--- src/rtl/rx_packet_ctrl.sv ---
// Purpose : frames the byte receiver's stream (SYNC, LEN, payload, CHK) into checksummed packets,
//           store-and-forward: a payload is released only after its checksum passes.
// Latency : first out_valid one cycle after the CHK byte strobe, then one byte per cycle.
// Backpressure: out_data/out_valid/out_last hold while out_ready is low; bytes arriving while
//           draining are dropped and flagged on overrun.
// Ports   : clk/rst (async active-low); rx_word/rx_ready from the receiver (0->1 on rx_ready
//           = new byte); out_data/out_valid/out_ready/out_last consumer stream; pkt_ok/pkt_err/
//           overrun one-cycle status pulses; busy = not idle.
// Option  : define RXP_TIMEOUT_EN to abort a packet after TIMEOUT_CYC cycles without a byte.
module rx_packet_ctrl #(
    parameter int         MAX_LEN     = 16,
    parameter logic [7:0] SYNC_BYTE   = 8'hA5,
    parameter int         TIMEOUT_CYC = 1000
) (
    input  logic       clk,
    input  logic       rst,
    input  logic [7:0] rx_word,
    input  logic       rx_ready,
    output logic [7:0] out_data,
    output logic       out_valid,
    input  logic       out_ready,
    output logic       out_last,
    output logic       pkt_ok,
    output logic       pkt_err,
    output logic       overrun,
    output logic       busy
);
    localparam int         PW        = $clog2(MAX_LEN);
    localparam logic [7:0] MAX_LEN_B = 8'(MAX_LEN);

    typedef enum logic [2:0] {S_IDLE, S_LEN, S_PAYLOAD, S_CHK, S_DRAIN} state_t;

    state_t     state;
    logic       rx_ready_q;
    logic       byte_stb;
    logic [7:0] len;
    logic [7:0] sum;
    logic [7:0] wr_ptr;
    logic [7:0] rd_ptr;
    logic [7:0] rd_next;
    logic [7:0] chk_sum;
    logic       timeout;
    logic [7:0] buf_mem [MAX_LEN];

    // rx_ready_q resets high so a receiver already idling at 1 gives no strobe after reset
    assign byte_stb = rx_ready & ~rx_ready_q;
    assign chk_sum  = sum + rx_word;
    assign rd_next  = rd_ptr + 8'd1;

`ifdef RXP_TIMEOUT_EN
    localparam int TW = $clog2(TIMEOUT_CYC + 1);

    logic [TW-1:0] tmo_cnt;
    logic          tmo_active;

    assign tmo_active = (state == S_LEN) || (state == S_PAYLOAD) || (state == S_CHK);
    // Cycle k after the last strobe sees tmo_cnt == k-1, so this fires exactly TIMEOUT_CYC
    // cycles after the last byte.
    assign timeout    = tmo_active && !byte_stb && (tmo_cnt == TW'(TIMEOUT_CYC - 1));

    always_ff @(posedge clk or negedge rst) begin
        if (!rst) begin
            tmo_cnt <= '0;
        end else if (!tmo_active || byte_stb || timeout) begin
            tmo_cnt <= '0;
        end else begin
            tmo_cnt <= tmo_cnt + TW'(1);
        end
    end
`else
    // TIMEOUT_CYC is always positive, so without the counter this never fires.
    assign timeout = (TIMEOUT_CYC < 0);
`endif

    // Payload buffer: contents are don't-care after reset, so it carries no reset.
    always_ff @(posedge clk) begin
        if (state == S_PAYLOAD && byte_stb) begin
            buf_mem[wr_ptr[PW-1:0]] <= rx_word;
        end
    end

    always_ff @(posedge clk or negedge rst) begin
        if (!rst) begin
            state      <= S_IDLE;
            rx_ready_q <= 1'b1;
            len        <= '0;
            sum        <= '0;
            wr_ptr     <= '0;
            rd_ptr     <= '0;
            out_data   <= '0;
            out_valid  <= 1'b0;
            out_last   <= 1'b0;
            pkt_ok     <= 1'b0;
            pkt_err    <= 1'b0;
            overrun    <= 1'b0;
            busy       <= 1'b0;
        end else begin
            rx_ready_q <= rx_ready;
            pkt_ok     <= 1'b0;
            pkt_err    <= 1'b0;
            overrun    <= 1'b0;
            if (timeout) begin
                pkt_err <= 1'b1;
                state   <= S_IDLE;
                busy    <= 1'b0;
            end else begin
                case (state)
                    S_IDLE: begin
                        if (byte_stb && rx_word == SYNC_BYTE) begin
                            state <= S_LEN;
                            busy  <= 1'b1;
                        end
                    end
                    S_LEN: begin
                        if (byte_stb) begin
                            len    <= rx_word;
                            sum    <= rx_word;
                            wr_ptr <= '0;
                            if (rx_word == 8'd0) begin
                                state <= S_CHK;
                            end else if (rx_word > MAX_LEN_B) begin
                                pkt_err <= 1'b1;
                                state   <= S_IDLE;
                                busy    <= 1'b0;
                            end else begin
                                state <= S_PAYLOAD;
                            end
                        end
                    end
                    S_PAYLOAD: begin
                        // SYNC_BYTE values here are plain data; no re-hunting mid-packet
                        if (byte_stb) begin
                            sum    <= sum + rx_word;
                            wr_ptr <= wr_ptr + 8'd1;
                            if (wr_ptr + 8'd1 == len) begin
                                state <= S_CHK;
                            end
                        end
                    end
                    S_CHK: begin
                        if (byte_stb) begin
                            if (chk_sum == 8'd0) begin
                                pkt_ok <= 1'b1;
                                if (len == 8'd0) begin
                                    state <= S_IDLE;
                                    busy  <= 1'b0;
                                end else begin
                                    // Present the first byte straight away
                                    state     <= S_DRAIN;
                                    rd_ptr    <= '0;
                                    out_valid <= 1'b1;
                                    out_data  <= buf_mem[0];
                                    out_last  <= (len == 8'd1);
                                end
                            end else begin
                                pkt_err <= 1'b1;
                                state   <= S_IDLE;
                                busy    <= 1'b0;
                            end
                        end
                    end
                    S_DRAIN: begin
                        if (byte_stb) begin
                            overrun <= 1'b1;
                        end
                        if (out_valid && out_ready) begin
                            if (out_last) begin
                                out_valid <= 1'b0;
                                out_last  <= 1'b0;
                                state     <= S_IDLE;
                                busy      <= 1'b0;
                            end else begin
                                rd_ptr   <= rd_next;
                                out_data <= buf_mem[rd_next[PW-1:0]];
                                out_last <= (rd_next == len - 8'd1);
                            end
                        end
                    end
                    default: begin
                        state <= S_IDLE;
                        busy  <= 1'b0;
                    end
                endcase
            end
        end
    end

endmodule

--- config.mk ---
export PLATFORM = sky130hd
export DESIGN_NAME = rx_packet_ctrl
export DESIGN_NICKNAME = d
export VERILOG_FILES = /design/src/rtl/rx_packet_ctrl.sv
export SDC_FILE = /design/constraint.sdc
export NUM_CORES = 1
export LEC_CHECK = 0
export ABC_AREA = 1
export ABC_CLOCK_PERIOD_IN_PS = 4450
export CORE_MARGIN = 3
export CORE_UTILIZATION = 59
export CTS_CLUSTER_DIAMETER = 100
export DETAILED_ROUTE_END_ITERATION = 12
export GPL_TIMING_DRIVEN = 0
export PLACE_DENSITY = 0.77
export SYNTH_ARGS = -nofsm -noshare
export SYNTH_HDL_FRONTEND = slang
export SYNTH_SLANG_ARGS = --single-unit
--- constraint.sdc ---
create_clock -name clk -period 4.45 [get_ports clk]
set_input_delay 0.445 -clock clk [delete_from_list [all_inputs] [get_ports clk]]
set_output_delay 0.445 -clock clk [all_outputs]
set_load 0.005 [all_outputs]
* Word-level counts from Yosys, hierarchy flattened
Memories as Yosys holds them, arrays and structs flattened.
Index checks and enable logic that the tools add are counted.
** Storage, ports and cells
- Register bits :: 50
- Memory bits (writable) :: 128
- Input port bits :: 12
- Logic and storage cells :: 122
- Memories kept :: 1
** Cells by class
- Add/sub/neg operators :: 4
- $lt $le $gt $ge :: 1
- Eq/ne operators :: 21
- Multiplexer cells :: 63
- Bitwise operators :: 3
- Reduce and logical (&&, ||, !) cells :: 16
** Memories
- buf_mem :: depth 16, bits a word 8, read ports 2, clocked after memory_dff 0, wr ports 1, line 43 : logic [7:0] buf_mem [MAX_LEN];
** Operators with widths (number)
- $mux 8 :: 14
- $pmux 8 s2 :: 4
- $mux 1 :: 29
- $mux 3 :: 9
- $logic_not 8->1 :: 3
- $ne 2x2->1 const B :: 11
- $add 8x1->8 const B :: 2
- $eq 8x8->1 :: 2
- $pmux 3 s5 :: 1
- $reduce_and 6->1 :: 2
- $reduce_and 9->1 :: 1
- $add 8x8->8 :: 1
- $eq 8x1->1 const B :: 1
- $eq 8x8->1 const B :: 1
- $gt 8x5->1 const B :: 1
- $sub 8x1->8 const B :: 1
- $reduce_and 7->1 :: 1
- $eq 3x2->1 const B :: 2
- $pmux 1 s2 :: 3
- $pmux 1 s5 :: 1
- $reduce_and 5->1 :: 1
- $mux 2 :: 2
- $reduce_bool 2->1 :: 2
- $eq 3x1->1 const B :: 1
- 9 further kinds :: 12

* Longest topological paths before layout
Gate-level depths: netlist (run 1).
- Word-level depth :: 5
- Gate-level depth with buffers :: 16
- Gate-level depth less buffers :: 16

* Worst setup path before layout (run 1)
Ideal clock, no wire load.
- Path kind :: input to register
- Start point :: input rx_word[0]
- End point :: register out_data[5]
- Library setup time :: 118 ps
- Arrival time :: 2014 ps
- Setup slack :: 2318 ps
- Cell stages on the path :: 16
- Buffers on the path :: 1
- Path through :: ha_1 -> inv_1 -> fa_1 -> inv_1 -> nand2_1 -> nand2_1 -> nand2_1 -> nand2_1 -> nand3_1 -> nor2_1 -> nand2_1 -> nand2_4 -> nand3_4 -> buf_6 -> nand2_1 -> nand2_1
** Between the ends
- Longest elaborated chain between the ends :: 4
** Ends and longest elaborated chain
- from (decl) :: line 17 : input logic [7:0] rx_word,
- $add 8x8->8 :: line 47 : assign chk_sum = sum + rx_word;
- $logic_not 8->1 :: line 142 : if (chk_sum == 8'd0) begin
- $ne 2x2->1 (no line)
- $reduce_and 6->1 (no line)
- to (signal assigned) :: line 152 : out_data <= buf_mem[0];
- to (signal assigned) :: line 174 : out_data <= buf_mem[rd_next[PW-1:0]];
- to (decl) :: line 19 : output logic [7:0] out_data,
No other way between the ends.
A chain may end at the register's enable or synchronous reset.

* Worst setup path in the final report (run 1)
- Start point :: input rx_word[0]
- End point :: register rd_ptr[3]
** Between the ends
- Longest elaborated chain between the ends :: 4
** Ends and longest elaborated chain
- $add 8x8->8 :: line 47
- $logic_not 8->1 :: line 142
- $ne 2x2->1 (no line)
- $reduce_and 6->1 (no line)
- to (signal assigned) :: line 173 : rd_ptr <= rd_next;
- to (decl) :: line 39 : logic [7:0] rd_ptr;
No other way between the ends.

==> impl_metrics.ini, run 1 <==
[status]
outcome = finished clean

[layout]
nFillCells = 1149
num_antenna_cells = 0
drive_gt1_share_pct = 6.23
multi_input_area_sq_mm = 0.00332
instances_no_fill = 1275
final_nets = 1106
seq_area_sq_mm = 0.00510
syn2layout_area_growth_pct = 12.6

[yosys]
ys_types = 35
avgSynthCellArea_sq_um = 8.61
ys_top_cells_by_count = 370 x nand2_1, 145 x nor2_1, 128 x edfxtp_1
async_flop_share_pct = 28.1
netlist_instances = 1034
synth_edf_count = 128
synth_flop_cell = edfxtp_1
synth_top_area_share_pct = 43.2
yosys.area.top_type = edfxtp_1
yosysWarnings = 0
synth_area_sq_mm = 0.00890
synthTopCellsByArea = edfxtp_1 43%, nand2_1 16%, dfrtp_1 14%
ys_ff_latch = 178
syn_nets = 1061
seq_area_frac_synth_pct = 57.3
synth.most_common_cell = nand2_1

[route]
viasPerCell = 5.68
drc = 0
vias = 7238
final_antenna_net_count = 0
routed_wirelength_um = 21700
drt_iter0_markers = 909
dr.pass1.iters = 6
wl_per_cell_um = 17.0

[pwr]
ir_drop_v = 0.000269
p_leak_nw = 4.39
power_density_mw_per_mm2 = 354

[sta]
finalCritPeriodShare_pct = 71.9
drv_slew = 0
fin_worst_skew_ns = 0.00992
worst_slew_pin_slew_ns = 1.03
tns_ns = 0
fin_crit_ns = 3.20
max_freq_ghz = 0.313
rsz0062_at_grt = false
setup_viol = 0
slew_headroom_pct = 30.9
final_hold_viol_count = 0

[die]
start_util_pct = 60.8
die_area_sq_mm = 0.0166
core.rowCount = 44
dieWidth_um = 129
core_sq_mm = 0.0146
die_h_um = 129
io-pin-count = 26

[cts]
cts_max_path_buffers = 2
htree_levels = 4
cts_setup_buffers = 0
cts_root_buf = clkbuf_16
cts-hold-fix-buffers = 0
cts_tree = built
numCtsBuffers = 17
cts.reportedPaths.clkPinSlew_ns = 0.07
ctsResizeCount = 0
clock-sinks = 178
clk_latency_ns = 0.43

[worst_setup_path]
worstPathMaxFanout = 20
critPathLaunchType = input port
crit_arrival_ns = 3.52
worst_setup_path_end_kind = flop
criticalPathCategory = input port to flop
required_ns = 4.77

[placement]
globalplace.congestion = 0.911
dp_hpwl_um = 14900
dp.cells = 1244
numPortBuffers = 25

[grt]
grt.overflow.total = 0
grt_start_max_net_pins = 28
track_usage_pct = 27.3
antenna_found_initial = 0
first_global_vias = 6742
grt_pass1_wl_um = 34500

[min_path]
hold_path.class = input port to async pin

[job]
max_cap_violations = 0
-- power breakdown --
group / internal [mW] / switching, mW / leakage, nW
logic: 0.0486 / 0.107 / 2.30
clock network: 0.945 / 0.646 / 0.302
registers: 1.79 / 0.00896 / 1.79
total: 2.78 / 0.762 / 4.39
-- layout make-up --
cell class,instances,share of cell area (%)
inverters,82,3.07
well taps,184,2.30
plain buffers,35,1.71
clock inverters,14,2.01
clock buffers,17,4.24
flip-flops and latches,178,50.8
repair buffers,26,2.65
multi-input cells,739,33.2
-- worst max-delay path: stages --
cell and delay, ns:
clkdlybuf4s50_1 1.01, ha_1 0.33, inv_1 0.07, fa_1 0.38, inv_1 0.11, nand2_1 0.09
nand2_1 0.09, nand2_1 0.05, nand2_1 0.07, nand3_1 0.07, nor2_1 0.09, nand2_1 0.13
nand2_4 0.16, nand3_4 0.12, buf_6 0.17, nand2_1 0.06, nand2_1 0.05
-- state kept, by name, summed over array words and instances (netlist names) --
| signal | flops |
|---|---|
| buf_mem | 128 |
| len | 8 |
| out_data | 8 |
| rd_ptr | 8 |
| sum | 8 |
| wr_ptr | 8 |
| state | 3 |
| busy | 1 |
| out_last | 1 |
| out_valid | 1 |
| overrun | 1 |
| pkt_err | 1 |
| pkt_ok | 1 |
| rx_ready_q | 1 |
-- kinds of logic (layout without fill, tap and decap cells) --
family | after synthesis | in the layout | synth area share [%]
AOI/OAI and AO/OA | 72 | 72 | 4.41
xor gates and xnor gates | 9 | 9 | 0.970
adders and majority gates | 15 | 15 | 2.19
buffers and inverters | 117 | 174 | 5.38
DFF | 178 | 178 | 57.3
and+or+nand+nor | 643 | 643 | 29.8
-- placed cells by master (no fill, tap or decap), types with 6 or more instances in the layout --
cell type        synthesis  routed
nand2_1                370     370
nor2_1                 145     145
edfxtp_1               128     128
nand3_1                 87      87
inv_1                   77      77
dfrtp_1                 49      49
o21ai_0                 46      46
nand4_1                 27      27
clkdlybuf4s50_1          0      24
buf_2                   17      18
clkbuf_16                0      17
ha_1                    14      14
clkbuf_1                13      13
a21oi_1                 10      10
a31oi_1                  7       7
o22ai_1                  6       6
-- per-layer routing --
metal  share of wire (%)  global-route usage (%)  wire length [um]
met4                 1.8                    7.97               399
met3                 8.0                    5.44              1730
met5                   0                       0                 0
met1                  43                    37.8              9280
met2                  48                    44.0             10300
-- path summary, 6_finish.rpt --
check,from,endpoint,slack (ns),cells after the start
setup / recovery,rx_word[0],rd_ptr[3]$_DFFE_PN0P_,1.25,17
hold / removal,rst,out_data[0]$_DFFE_PN0P_,0.02,1
setup reg to reg,rd_ptr[0]$_DFFE_PN0P_,out_data[5]$_DFFE_PN0P_,1.88,13
hold reg to reg,out_data[2]$_DFFE_PN0P_,out_data[2]$_DFFE_PN0P_,0.49,2
max in group asynchronous,rst,wr_ptr[1]$_DFFE_PN0P_,3.87,2
min in group clk,rx_ready,rx_ready_q$_DFF_PN1_,0.48,1
-- stage by stage --
| step | hold slack (ns) | total power, mW | area, sq um | utilization (%) | setup slack [ns] |
|---|---|---|---|---|---|
| floorplan | 0.149 | 1.92 | 8900 | - | 2.32 |
| global placement | 0.455 | 1.98 | 9380 | 64.1 | 0.872 |
| detailed placement | 0.470 | 1.99 | 9400 | 64.2 | 0.840 |
| CTS | 0.0421 | 3.54 | 10000 | 68.4 | 1.26 |
| global route | 0.0697 | 3.64 | 10000 | 68.4 | 0.973 |
| finish | 0.0249 | 3.54 | 10000 | 68.4 | 1.25 |
Note: power is estimated with default switching activity, not from simulation.
==> run 2, diff against run 1 <==
--- a/config.mk
+++ b/config.mk
@@ -6,13 +6,13 @@
 export NUM_CORES = 1
 export LEC_CHECK = 0
 export ABC_AREA = 1
-export ABC_CLOCK_PERIOD_IN_PS = 4450
+export ABC_CLOCK_PERIOD_IN_PS = 2850
 export CORE_MARGIN = 3
-export CORE_UTILIZATION = 59
+export CORE_UTILIZATION = 56
 export CTS_CLUSTER_DIAMETER = 100
 export DETAILED_ROUTE_END_ITERATION = 12
 export GPL_TIMING_DRIVEN = 0
-export PLACE_DENSITY = 0.77
+export PLACE_DENSITY = 0.76
 export SYNTH_ARGS = -nofsm -noshare
 export SYNTH_HDL_FRONTEND = slang
 export SYNTH_SLANG_ARGS = --single-unit
==> constraint.sdc (replaced) <==
create_clock -name clk -period 2.85 [get_ports clk]
set_input_delay 0.285 -clock clk [delete_from_list [all_inputs] [get_ports clk]]
set_output_delay 0.285 -clock clk [all_outputs]
set_load 0.005 [all_outputs]
==> impl_metrics.ini, run 2 (synthesis results as in run 1) <==
[grt]
first_global_vias = 6604
grt_pass1_wl_um = 33600
grt.overflow.total = 0
antenna_found_initial = 0
track_usage_pct = 24.7
grt_start_max_net_pins = 35

[cts]
cts_setup_buffers = 0
cts_tree = built
clock-sinks = 178
cts_max_path_buffers = 2
htree_levels = 4
clk_latency_ns = 0.43
numCtsBuffers = 17
cts_root_buf = clkbuf_16
cts.reportedPaths.clkPinSlew_ns = 0.06

[route]
drt_iter0_markers = 681
routed_wirelength_um = 21200
vias = 7200
dr.pass1.iters = 5
final_antenna_net_count = 0
wl_per_cell_um = 16.3
drc = 0
viasPerCell = 5.52

[placement]
numPortBuffers = 25
dp_hpwl_um = 14700
globalplace.congestion = 0.904
dp.cells = 1271

[sta]
max_freq_ghz = 0.378
drv_slew = 0
final_hold_viol_count = 0
setup_viol = 0
worst_slew_pin_slew_ns = 0.958
fin_worst_skew_ns = 0.00873
slew_headroom_pct = 36.0
fin_crit_ns = 2.65
finalCritPeriodShare_pct = 92.9
rsz0062_at_grt = false

[worst_setup_path]
required_ns = 3.16
cp.buffers_inverters = 3
criticalPathCategory = input port to flop
cp_slowest_cell = dlygate4sd2_1
cpPeakStageDelay_ns = 0.83
critPathLaunchType = input port
path_delay_family = buffers and inverters
worstPathMaxFanout = 19
crit_arrival_ns = 2.96
cp_cell_sequence = dlygate4sd2_1 > ha_1 > nand2_1 > inv_1 > a21oi_1 > nand2_1 > nand2_1 > nand2_1 > nor2_1 > nand2_1 > nand2_4 > nand3_4 > buf_6 > nand2_1 > nand2_1
crit_top_cell = nand2_1
worst_setup_path_end_kind = flop

[pwr]
power_density_mw_per_mm2 = 553
p_int_mw = 4.36
ir_drop_v = 0.000444
total_power_mw = 5.56
seqPwrFrac_pct = 50.5
sw_frac_of_total_pct = 21.6
switching_power_mw = 1.20
clkPwrFrac_pct = 45.2
p_leak_nw = 4.42
pwr-share-comb_pct = 4.3

[die]
io-pin-count = 26
core.rowCount = 45
dieWidth_um = 132
start_util_pct = 57.9
die_h_um = 132
die_area_sq_mm = 0.0174
core_sq_mm = 0.0154

[layout]
layout_commonest_cell = nand2_1
multi_input_area_sq_mm = 0.00332
seq_area_sq_mm = 0.00510
final_cell_mix = 370 x nand2_1, 145 x nor2_1, 128 x edfxtp_1, 87 x nand3_1, 77 x inv_1
num_antenna_cells = 0
instances_no_fill = 1304
drive_gt1_share_pct = 6.59
syn2layout_area_growth_pct = 13.0
nFillCells = 1232
final_nets = 1107
largest_reg_flops = 128

[min_path]
hold_path.class = input port to flop

[job]
max_cap_violations = 0

[status]
outcome = finished clean
run 2: cell count changes in the layout (fill, tap and decap cells not counted), moves of 2 or more:
cell             before  now
clkdlybuf4s50_1      24   17
clkbuf_2              0    4
clkinv_4              4    1
clkbuf_1             13   15
dlymetal6s2s_1        0    2
inv_8                 0    2
run 2: per-layer routing:
layer	GRT usage [%]	share of wire [%]	routed length, um	vias to the layer above
li1	-	-	-	3489
met1	33.9	43	9070	3356
met2	39.6	47	10000	311
met3	4.73	7.9	1680	44
met4	8.69	2.1	453	0
met5	0	0	0	-
run 2: area by class of cell:
cell class              count  share of cell area [%]
repair buffers             27                    2.58
flip-flops and latches    178                    50.7
well taps                 211                    2.63
clock buffers              19                    4.31
clock inverters            13                    1.98
plain buffers              35                    1.70
inverters                  82                    3.06
multi-input cells         739                    33.1
run 2: final timing paths:
path,slack (ns),depth (start not counted),from,to
max,0.20,15,rx_word[5],out_data[5]$_DFFE_PN0P_
min,0.30,1,rx_ready,rx_ready_q$_DFF_PN1_
max reg2reg,0.33,13,rd_ptr[0]$_DFFE_PN0P_,out_data[6]$_DFFE_PN0P_
min reg2reg,0.48,2,out_data[6]$_DFFE_PN0P_,out_data[6]$_DFFE_PN0P_
max in group asynchronous,1.97,3,rst,rx_ready_q$_DFF_PN1_
min in group asynchronous,0.31,2,rst,rd_ptr[5]$_DFFE_PN0P_
run 2: power by group through the flow:
| stage | sequential, mW | clock [mW] | combinational (mW) |
|---|---|---|---|
| after global placement | 2.86 | 0 | 0.232 |
| after detailed placement | 2.86 | 0 | 0.241 |
| final | 2.81 | 2.51 | 0.240 |
| after CTS | 2.81 | 2.52 | 0.240 |
| after global routing | 2.81 | 2.63 | 0.270 |
| after floorplan | 2.86 | 0 | 0.136 |
run 2: worst register-to-register path, stage by stage (launching register included):
cell and delay [ns]:
dfrtp_1 0.46, ha_1 0.32, buf_2 0.20, clkinv_1 0.25
clkbuf_1 0.33, nor2_1 0.20, o21ai_0 0.12, nand3_1 0.10
nand2_1 0.05, nand2_1 0.07, nand3_1 0.08, nand2_1 0.11
nand4_1 0.11, nand2_1 0.07
run 2: through the flow:
stage | area, sq um | utilization [%] | worst slack, ns | hold slack, ns | setup TNS (ns)
global route | 10100 | 65.4 | 0.00548 | 0.295 | 0
floorplan | 8900 | - | 0.829 | -0.0106 | 0
CTS | 10100 | 65.5 | 0.00799 | 0.288 | 0
finish | 10100 | 65.4 | 0.202 | 0.295 | 0
detailed placement | 9430 | 61.3 | -0.656 | 0.232 | -14.18
global placement | 9410 | 61.2 | -0.581 | 0.455 | -11.30
run 2: timing repair:
action,4_1_cts,5_1_grt
resized for setup,5,10
setup endpoints to repair,19,19
hold endpoints to repair,16,0
hold buffers,1,0
pin swaps,0,0
==> run 3, diff against run 2 <==
--- a/config.mk
+++ b/config.mk
@@ -6,13 +6,12 @@
 export NUM_CORES = 1
 export LEC_CHECK = 0
 export ABC_AREA = 1
-export ABC_CLOCK_PERIOD_IN_PS = 2850
 export CORE_MARGIN = 3
-export CORE_UTILIZATION = 56
+export CORE_UTILIZATION = 26
 export CTS_CLUSTER_DIAMETER = 100
 export DETAILED_ROUTE_END_ITERATION = 12
 export GPL_TIMING_DRIVEN = 0
-export PLACE_DENSITY = 0.76
+export PLACE_DENSITY = 0.42
 export SYNTH_ARGS = -nofsm -noshare
 export SYNTH_HDL_FRONTEND = slang
 export SYNTH_SLANG_ARGS = --single-unit
==> impl_metrics.ini, run 3 (synthesis results as in run 1) <==
[pwr]
p_leak_nw = 4.40
ir_drop_v = 0.000440
total_power_mw = 5.58
switching_power_mw = 1.30
seqPwrFrac_pct = 50.3
clkPwrFrac_pct = 45.3
sw_frac_of_total_pct = 23.3
pwr-share-comb_pct = 4.4
power_density_mw_per_mm2 = 539
p_int_mw = 4.28

[grt]
first_global_vias = 6879
grt.overflow.total = 0
grt_pass1_wl_um = 40100
track_usage_pct = 14.5
grt_start_max_net_pins = 34
antenna_found_initial = 1

[min_path]
hold_path.class = input port to flop

[worst_setup_path]
critPathLaunchType = input port
crit_arrival_ns = 2.66
required_ns = 2.91
worstPathMaxFanout = 8
criticalPathCategory = input port to flop
worst_setup_path_end_kind = flop

[layout]
final_cell_mix = 370 x nand2_1, 145 x nor2_1, 128 x edfxtp_1, 87 x nand3_1, 77 x inv_1
num_antenna_cells = 0
instances_no_fill = 1541
post-route-util_pct = 30.8
layout_commonest_cell = nand2_1
final_nets = 1107
drive_gt1_share_pct = 6.95
largest_reg_flops = 128
syn2layout_area_growth_pct = 16.3

[sta]
fin_crit_ns = 2.59
max_freq_ghz = 0.385
finalCritPeriodShare_pct = 91.0
final_hold_viol_count = 0
fin_worst_skew_ns = 0.00928
drv_slew = 0
slew_headroom_pct = 37.0
tns_ns = 0
rsz0062_at_grt = false
setup_viol = 0
worst_slew_pin_slew_ns = 0.943

[route]
drt_iter0_markers = 601
routed_wirelength_um = 25100
dr.pass1.iters = 6
wl_per_cell_um = 16.3
final_antenna_net_count = 0
viasPerCell = 4.49
drc = 0
vias = 6912

[cts]
cts.reportedPaths.clkPinSlew_ns = 0.07
cts_tree = built
cts_root_buf = clkbuf_16
clock-sinks = 178
cts_setup_buffers = 0
htree_levels = 4
clk_latency_ns = 0.43
numCtsBuffers = 17
cts_max_path_buffers = 2

[die]
dieWidth_um = 191
core_sq_mm = 0.0336
start_util_pct = 26.5
die_area_sq_mm = 0.0365
core.rowCount = 67
die_h_um = 191
io-pin-count = 26

[placement]
globalplace.congestion = 0.809
dp.cells = 1508
numPortBuffers = 25
dp_hpwl_um = 17700

[status]
outcome = finished clean

[job]
max_cap_violations = 0
[run 3: area by class of cell]
cell class                 instances  area, sq um
timing repair buffer              27          265
inverter                          82          308
sequential                       178         5100
tap                              448          561
clock buffer                      18          429
multi-input combinational        739         3320
clock inverter                    14          194
buffer                            35          171
fill                            3522        23300
[run 3: worst paths after layout]
path	from	endpoint	slack [ns]	cells past startpoint
worst max register to register	rx_ready_q$_DFF_PN1_	buf_mem[7][6]$_DFFE_PP_	0.26	5
min in group asynchronous	rst	out_last$_DFFE_PN0P_	0.33	2
worst min-delay path	rx_ready	rx_ready_q$_DFF_PN1_	0.29	1
worst min register to register	out_data[3]$_DFFE_PN0P_	out_data[3]$_DFFE_PN0P_	0.48	2
worst max-delay path	rx_ready	buf_mem[7][6]$_DFFE_PP_	0.26	7
max in group asynchronous	rst	rx_ready_q$_DFF_PN1_	1.91	3
[run 3: metal layers]
layer  vias up  wire [um]  track usage (%)
li1       3480          -                -
met1      3320      12300             19.6
met2        98      11700             23.9
met3        14        838             2.64
met4         0        267             3.61
met5         -          0                0
[run 3: what timing repair did]
item                       4_1_cts  5_1_grt
hold buffers                     1        0
setup endpoints to repair       21       20
resized for setup               15        6
hold endpoints to repair        17        0
[run 3: per-stage QoR]
| stage | hold slack, ns | setup slack [ns] | instance area, sq um |
|---|---|---|---|
| after floorplan | -0.0106 | 0.829 | 8900 |
| after global placement | 0.464 | -0.812 | 9710 |
| after detailed placement | 0.263 | -0.818 | 9730 |
| after CTS | 0.283 | 0.0574 | 10400 |
| after global routing | 0.290 | 0.00800 | 10300 |
| final | 0.291 | 0.256 | 10300 |
[run 3: power groups by stage]
stage | logic (mW) | clock network [mW] | registers (mW)
detailed placement | 0.256 | 0 | 2.86
CTS | 0.255 | 2.58 | 2.80
global placement | 0.252 | 0 | 2.86
global route | 0.292 | 2.69 | 2.81
floorplan | 0.136 | 0 | 2.86
finish | 0.248 | 2.53 | 2.80
[run 3: critical path, stage by stage]
cell and delay (ns):
clkdlybuf4s50_1 0.48, inv_1 0.04, nor2_1 0.47, inv_1 0.25, nor2_4 0.26, nand2_1 0.17
nor2_1 0.69
